`config.mk`:
```
export PLATFORM = sky130hd
export DESIGN_NAME = bp_fe_bht_update_queue
export DESIGN_NICKNAME = d
export VERILOG_FILES = /design/src/rtl/bp_fe_bht_update_queue.sv
export SDC_FILE = /design/constraint.sdc
export NUM_CORES = 1
export LEC_CHECK = 0
export BUFFER_PORTS_ARGS = -buffer_cell sky130_fd_sc_hd__buf_2
export CORE_MARGIN = 1
export CORE_UTILIZATION = 50
export CTS_BUF_LIST = sky130_fd_sc_hd__clkbuf_8
export DETAILED_ROUTE_END_ITERATION = 6
export PLACE_DENSITY = 0.68
export SLEW_MARGIN = 20
export SYNTH_ARGS = -nofsm -noshare
export SYNTH_HDL_FRONTEND = slang
export SYNTH_SLANG_ARGS = --single-unit
```
`constraint.sdc`:
```
create_clock -name clk_i -period 7.2 [get_ports clk_i]
set_input_delay 2.16 -clock clk_i [delete_from_list [all_inputs] [get_ports clk_i]]
set_output_delay 2.16 -clock clk_i [all_outputs]
set_load 0.02 [all_outputs]
```
`src/rtl/bp_fe_bht_update_queue.sv`:
```
// In-order BHT update queue. Each issued prediction's history metadata and
// predicted direction is queued; in-order resolutions pop the head and produce
// a registered BHT training write. A mispredicted resolution or flush_i squashes
// every younger (wrong-path) entry.
module bp_fe_bht_update_queue #(
    parameter int global_history_length_p = 8,
    parameter int queue_els_p             = 8,
    localparam int ptr_width_lp           = $clog2(queue_els_p),
    localparam int count_width_lp         = $clog2(queue_els_p + 1)
) (
    input  logic                               clk_i,
    input  logic                               reset_n_i,
    input  logic                               pred_v_i,
    input  logic [global_history_length_p-1:0] pred_history_i,
    input  logic                               pred_taken_i,
    output logic                               pred_ready_o,
    input  logic                               res_v_i,
    input  logic                               res_taken_i,
    output logic                               res_ready_o,
    input  logic                               flush_i,
    output logic                               w_v_o,
    output logic [global_history_length_p-1:0] history_w_o,
    output logic                               actual_o,
    output logic                               correct_o,
    output logic [count_width_lp-1:0]          count_o
);

    typedef struct packed {
        logic [global_history_length_p-1:0] history;
        logic                               taken;
    } entry_s;

    entry_s                             mem_q [queue_els_p];
    entry_s                             mem_d [queue_els_p];
    logic [ptr_width_lp-1:0]            rptr_q, rptr_d;
    logic [ptr_width_lp-1:0]            wptr_q, wptr_d;
    logic [count_width_lp-1:0]          count_q, count_d;
    logic                               w_v_q, w_v_d;
    logic [global_history_length_p-1:0] history_w_q, history_w_d;
    logic                               actual_q, actual_d;
    logic                               correct_q, correct_d;

    logic   full, empty, deq, enq, correct, squash;
    entry_s head;

    // Ready flags come from registered occupancy only, so no input reaches an output.
    assign full         = (count_q == count_width_lp'(queue_els_p));
    assign empty        = (count_q == '0);
    assign pred_ready_o = ~full;
    assign res_ready_o  = ~empty;
    assign count_o      = count_q;
    assign w_v_o        = w_v_q;
    assign history_w_o  = history_w_q;
    assign actual_o     = actual_q;
    assign correct_o    = correct_q;

    // Accept/squash decisions; a full queue rejects even when a dequeue frees a slot.
    always_comb begin
        head    = mem_q[rptr_q];
        deq     = res_v_i & ~empty;
        correct = (head.taken == res_taken_i);
        squash  = flush_i | (deq & ~correct);
        enq     = pred_v_i & ~full & ~squash;
    end

    // Next-state for storage, pointers, occupancy and the registered write port.
    always_comb begin
        mem_d       = mem_q;
        rptr_d      = rptr_q;
        wptr_d      = wptr_q;
        count_d     = count_q;
        w_v_d       = deq;
        history_w_d = history_w_q;
        actual_d    = actual_q;
        correct_d   = correct_q;

        if (deq) begin
            history_w_d = head.history;
            actual_d    = res_taken_i;
            correct_d   = correct;
        end

        if (enq) begin
            mem_d[wptr_q] = '{history: pred_history_i, taken: pred_taken_i};
        end

        if (squash) begin
            rptr_d  = '0;
            wptr_d  = '0;
            count_d = '0;
        end else begin
            if (deq) rptr_d = rptr_q + ptr_width_lp'(1);
            if (enq) wptr_d = wptr_q + ptr_width_lp'(1);
            if (enq && !deq)      count_d = count_q + count_width_lp'(1);
            else if (deq && !enq) count_d = count_q - count_width_lp'(1);
        end
    end

    // State registers; reset discards all entries and any pending write.
    always_ff @(posedge clk_i or negedge reset_n_i) begin
        if (!reset_n_i) begin
            for (int i = 0; i < queue_els_p; i++) mem_q[i] <= '0;
            rptr_q      <= '0;
            wptr_q      <= '0;
            count_q     <= '0;
            w_v_q       <= 1'b0;
            history_w_q <= '0;
            actual_q    <= 1'b0;
            correct_q   <= 1'b0;
        end else begin
            mem_q       <= mem_d;
            rptr_q      <= rptr_d;
            wptr_q      <= wptr_d;
            count_q     <= count_d;
            w_v_q       <= w_v_d;
            history_w_q <= history_w_d;
            actual_q    <= actual_d;
            correct_q   <= correct_d;
        end
    end

endmodule
```
Word-level counts from Yosys, hierarchy flattened
Index checks and enable logic that the tools add are counted.
{"block": "classes", "muxes": 13, "shift": 0, "n_lt_le_gt_ge": 3, "bitwise_logic": 11, "n_div": 0, "add_sub_neg": 4, "reduce_logical": 9, "n_mul": 0, "n_eq_ne": 2}
{"cell": "$bwmux 72", "count": 1}
{"cell": "$bmux 9 s3", "count": 1}
{"cell": "$demux 9 s3", "count": 1}
{"cell": "$mux 9", "count": 3}
{"cell": "$mux 3", "count": 4}
{"cell": "$mux 4", "count": 3}
{"cell": "$ge 4x4->1 const B", "count": 2}
{"cell": "$not 3->4", "count": 2}
{"cell": "$add 3x1->3 const B", "count": 2}
{"cell": "$add 4x1->4 const B", "count": 1}
{"cell": "$and 1x1->1", "count": 4}
{"cell": "$eq 4x4->1 const B", "count": 1}
{"cell": "$logic_not 4->1", "count": 1}
{"cell": "$lt 4x1->1 const B", "count": 1}
{"cell": "$not 1->1", "count": 4}
{"cell": "$reduce_bool 2->1", "count": 2}
{"cell": "$sub 4x1->4 const B", "count": 1}
{"cell": "$logic_and 1x1->1", "count": 3}
{"cell": "$reduce_bool 3->1", "count": 1}
{"cell": "$logic_not 1->1", "count": 2}
{"cell": "$eq 1x1->1", "count": 1}
{"cell": "$or 1x1->1", "count": 1}
{"block": "word_totals", "in_bits": 15, "out_inout_bits": 17, "register_bits": 93, "ram_bits": 0, "mem_count": 0, "rom_bits": 0, "latch_bits": 0}

Logic depth before layout (Yosys ltp)
{"block": "logic_depth", "ltp_word": 15, "depth_mapped": 12, "ltp_nobuf": 11}

Least setup slack after synthesis
No wires, ideal clock.
{"block": "synth_timing", "path_type": "input-to-reg", "from": "input port pred_v_i", "to": "register count_q[3] (netlist: count_o[3])", "n_path_buf": 1, "setup_ns": 0.127, "t_arrival_ns": 3.915, "slack_ns": 3.158, "cell_stages": 10, "required_ns": 7.073, "cell_sequence": "nand2_2 > buf_2 > or3_1 > ha_1 > a21o_1 > a21oi_1 > nand3_1 > o21ai_0 > xnor2_1 > nor2_1"}
{"block": "synth_between", "elab_chain_cells": 5, "elab_cells_between_ends": 8, "classes_between": "mux (2); bitwise (2); reduce/logical (4)"}
{"item": "start, declared", "line": "13", "source": "input logic pred_v_i,"}
{"item": "$and 1x1->1 * (2 in a row)", "line": "63", "source": "enq = pred_v_i & ~full & ~squash;"}
{"item": "$logic_and 1x1->1 or $logic_not 1->1 (tied branches)", "line": "94, 95"}
{"item": "$mux 4 or $logic_and 1x1->1 (tied branches)", "line": "94, 95"}
{"item": "$mux 4 or $reduce_bool 3->1 (tied branches)"}
{"item": "end signal, assigned", "line": "114", "source": "count_q <= count_d;"}
{"item": "end, declared", "line": "37", "source": "logic [count_width_lp-1:0] count_q, count_d;"}
Mark *: on every way between the ends. The rest lies on a longest branch, timed or not.
A chain may end at the register's enable or synchronous reset.

Worst setup path after layout
{"block": "layout_timing", "from": "input port res_v_i", "to": "register mem_q[34] in the netlist's numbering"}
{"block": "layout_between", "elab_chain_cells": 5}
{"item": "start, declared", "line": "17", "source": "input logic res_v_i,"}
{"item": "$and 1x1->1", "line": "60", "source": "deq = res_v_i & ~empty;"}
{"item": "via deq", "line": "43", "source": "logic full, empty, deq, enq, correct, squash;"}
{"item": "$and 1x1->1", "line": "62", "source": "squash = flush_i | (deq & ~correct);"}
{"item": "$or 1x1->1", "line": "62"}
{"item": "$not 1->1", "line": "63"}
{"item": "$and 1x1->1", "line": "63"}
{"item": "end signal, assigned", "line": "111", "source": "mem_q <= mem_d;"}
{"item": "end, declared", "line": "33", "source": "entry_s mem_q [queue_els_p];"}
The timed path passes the listed nets, and every way through them passes these cells.

==> flow_summary.toml <==
[global_route]
grtUsageMet1 = 0.299
grt_use_total = 0.207
grt_pass1_vias = 2561
grt_most_used_layer = "met2"
grt_max_degree = 65
overflow = 0
gr-usage-met3 = 0.0355
use_met2 = 0.321
grt_pass1_wl_um = 13800
antenna_found_initial = 0

[detailed_routing]
drt-pass1-iter-count = 4
drc_errors = 0
avgViaCountPerCell = 5.65
routed_wl_um = 8330
initialDrtViolationCount = 111
post_drt_wl_per_cell_um = 18.5
ant_nets = 0
vias = 2542

[critical_path]
cp_common_cell = "nand2_4"
critical_path.slowest_cell = "nor4_4"
cp-end-kind = "register"
required_ps = 7430
crit_arrival_ps = 4200
critPathMaxStageDelay_ps = 940
worstPathMaxFanout = 22
crit_type = "in2reg"
cp-start-kind = "primary input"
path_cells = "buf_2, nand2_4, inv_4, nand2_4, mux2i_4, nor4_4, mux2_4"

[floorplanning]
initial_utilization = 0.512
die_w_um = 96.3
rows = 34
core-area_mm2 = 0.00868
die_area_mm2 = 0.00927
ioPinCount = 32
die_y_um = 96.3

[place]
gp_congestion = 0.742
io_buffers = 31
dpl-instance-area_mm2 = 0.00470
place_hpwl_um = 5310

[timing]
final.min_clock_period_ps = 3970
worst_hold_slack_ps = 486
fmax_ghz = 0.252
rsz0062_at_grt = "false"
fin_tns_setup_ps = 0
slew_headroom = 0.301
maxSlewViolCount = 0
tightest_slew_ps = 1040
setup_viol = 0
hold_viol_final = 0
min_period_over_period = 0.551
skew_ps = 16.3

[power]
p_sw_w = 0.000559
power_density_mw_per_mm2 = 346
p_int_w = 0.00115
pwr-share-comb = 0.335
p_leak_nw = 2.21
swShare = 0.328
total_power_w = 0.00171
ir_drop_mv = 0.148
clkPwrFrac = 0.227
p_seq_frac = 0.438

[clock_tree]
path_clk_slew_ps = 90
ctsLongestPathBuffers = 2
clock_sinks = 93
cts_tree = "done"
numCtsBuffers = 9
cts_setup_buffers = 0
clkLatencyLatePin_ps = 360
cts_hold_buf = 0
htree_levels = 3
cts_root_buf = "clkbuf_8"
cts_resized = 0

[synth]
synth_fp_nets = 325
syn_avg_cell_area_um2 = 14.6
synth_seq_cells = 93
synth_ff_type = "dfrtp_1"
ys_warn_count = 0
ys_seq_area_frac = 0.524
synth_area_mm2 = 0.00444
ys_async_sr_fraction = 1.00
synthDistinctLibCells = 37
synth_edf_count = 0
syn_inst = 305

[flow_run]
max_cap_viol_count = 0

[finish]
num-nets-final = 357
syn_to_final_growth_pct = 10.8
diodes = 0
drive_gt1_frac = 0.453
fin_area_mm2 = 0.00492

[hold_path]
hp-class = "reg2reg"

[outcome]
status = "completed"
## cell usage after synthesis (2+ instances only)
cell type	number	share of area
nand2_1	23	0.019
mux2i_1	12	0.027
or2_2	3	0.0042
xor2_1	4	0.0079
nand2_4	2	0.0051
mux2_4	9	0.030
a21oi_1	5	0.0056
or3_1	2	0.0028
nand2b_1	3	0.0042
nand3b_1	3	0.0051
mux2_2	62	0.16
nand3_1	7	0.0079
nor4_4	8	0.038
xnor2_1	3	0.0059
dfrtp_1	93	0.52
clkbuf_1	7	0.0059
o31ai_1	2	0.0034
mux4_2	16	0.081
buf_2	3	0.0034
ha_1	4	0.011
inv_1	4	0.0034
nor2_1	6	0.0051
o21ai_0	10	0.011
## final timing paths
check                           from         end  slack, ps  cells past startpoint
max                          res_v_i   mem_q[34]       3230                      7
min                        correct_o   correct_o        490                      2
max reg2reg                rptr_q[1]   mem_q[34]       3850                      6
min reg2reg                correct_o   correct_o        490                      2
max in group asynchronous  reset_n_i    mem_q[2]       4350                      2
min in group asynchronous  reset_n_i  count_o[1]       1710                      1
## final cells by class
type	count	area, µm²
flip-flops and latches	93	2330
clock inverters	6	86.3
clock buffers	10	138
fillers	743	3750
inverters	5	21.3
repair buffers	33	173
well taps	108	135
multi-input cells	195	2040
## power by group through the flow
stage	combinational (W)	clock (W)	sequential [W]
global placement	0.000565	0	0.000754
floorplan	0.000414	0	0.000776
detailed placement	0.000580	0	0.000758
finish	0.000571	0.000387	0.000748
global route	0.000629	0.000420	0.000769
CTS	0.000581	0.000394	0.000749
## worst max-delay path, delay by kind of cell
kind / cells / cell delay, ps
mux: 2 / 530
simple gates: 3 / 1260
buf+inv: 2 / 230
## state kept, by name (all words and copies together), names as in the netlist
register     cells
mem_q           72
history_w_o      8
count_o          4
rptr_q           3
wptr_q           3
actual_o         1
correct_o        1
w_v_o            1
## through the flow
| step | util | std cells | setup WS [ps] |
|---|---|---|---|
| 6_report | 0.567 | 450 | 3230 |
| 3_3_place_gp | 0.542 | 434 | 2850 |
| 3_5_place_dp | 0.542 | 434 | 2820 |
| 2_1_floorplan | - | 305 | 3160 |
| 5_1_grt | 0.567 | 450 | 3090 |
| 4_1_cts | 0.567 | 450 | 3180 |
## per-layer routing
| layer | wire length, µm | part of all wire |
|---|---|---|
| met5 | 0 | 0 |
| met4 | 82 | 0.0098 |
| met3 | 177 | 0.021 |
| met2 | 4030 | 0.48 |
| met1 | 4040 | 0.48 |
## cell usage in the layout (no fill, tap or decap), types with 4 or more instances in the layout
cell / synthesis / layout
mux2_4: 9 / 9
o21ai_0: 10 / 10
ha_1: 4 / 4
xor2_1: 4 / 4
nor4_4: 8 / 8
mux2i_1: 12 / 12
buf_2: 3 / 30
nor2_1: 6 / 6
dfrtp_1: 93 / 93
mux2_2: 62 / 62
nand3_1: 7 / 7
a21oi_1: 5 / 5
nand2_1: 23 / 23
mux4_2: 16 / 16
inv_1: 4 / 4
clkbuf_8: 0 / 10
## cells by family (layout without fill, tap and decap cells)
group                    after synthesis  in the layout  share of synthesized area
multiplexers                         101            101                      0.303
flip-flops                            93             93                      0.524
AO/OA/AOI/OAI                         20             20                     0.0253
AND/OR/NAND/NOR                       62             62                      0.102
buffers and inverters                 17             54                     0.0166
XOR/XNOR                               7              7                     0.0138
adder cells (fa/ha/maj)                5              5                     0.0158
(Power assumes the default switching activity.)
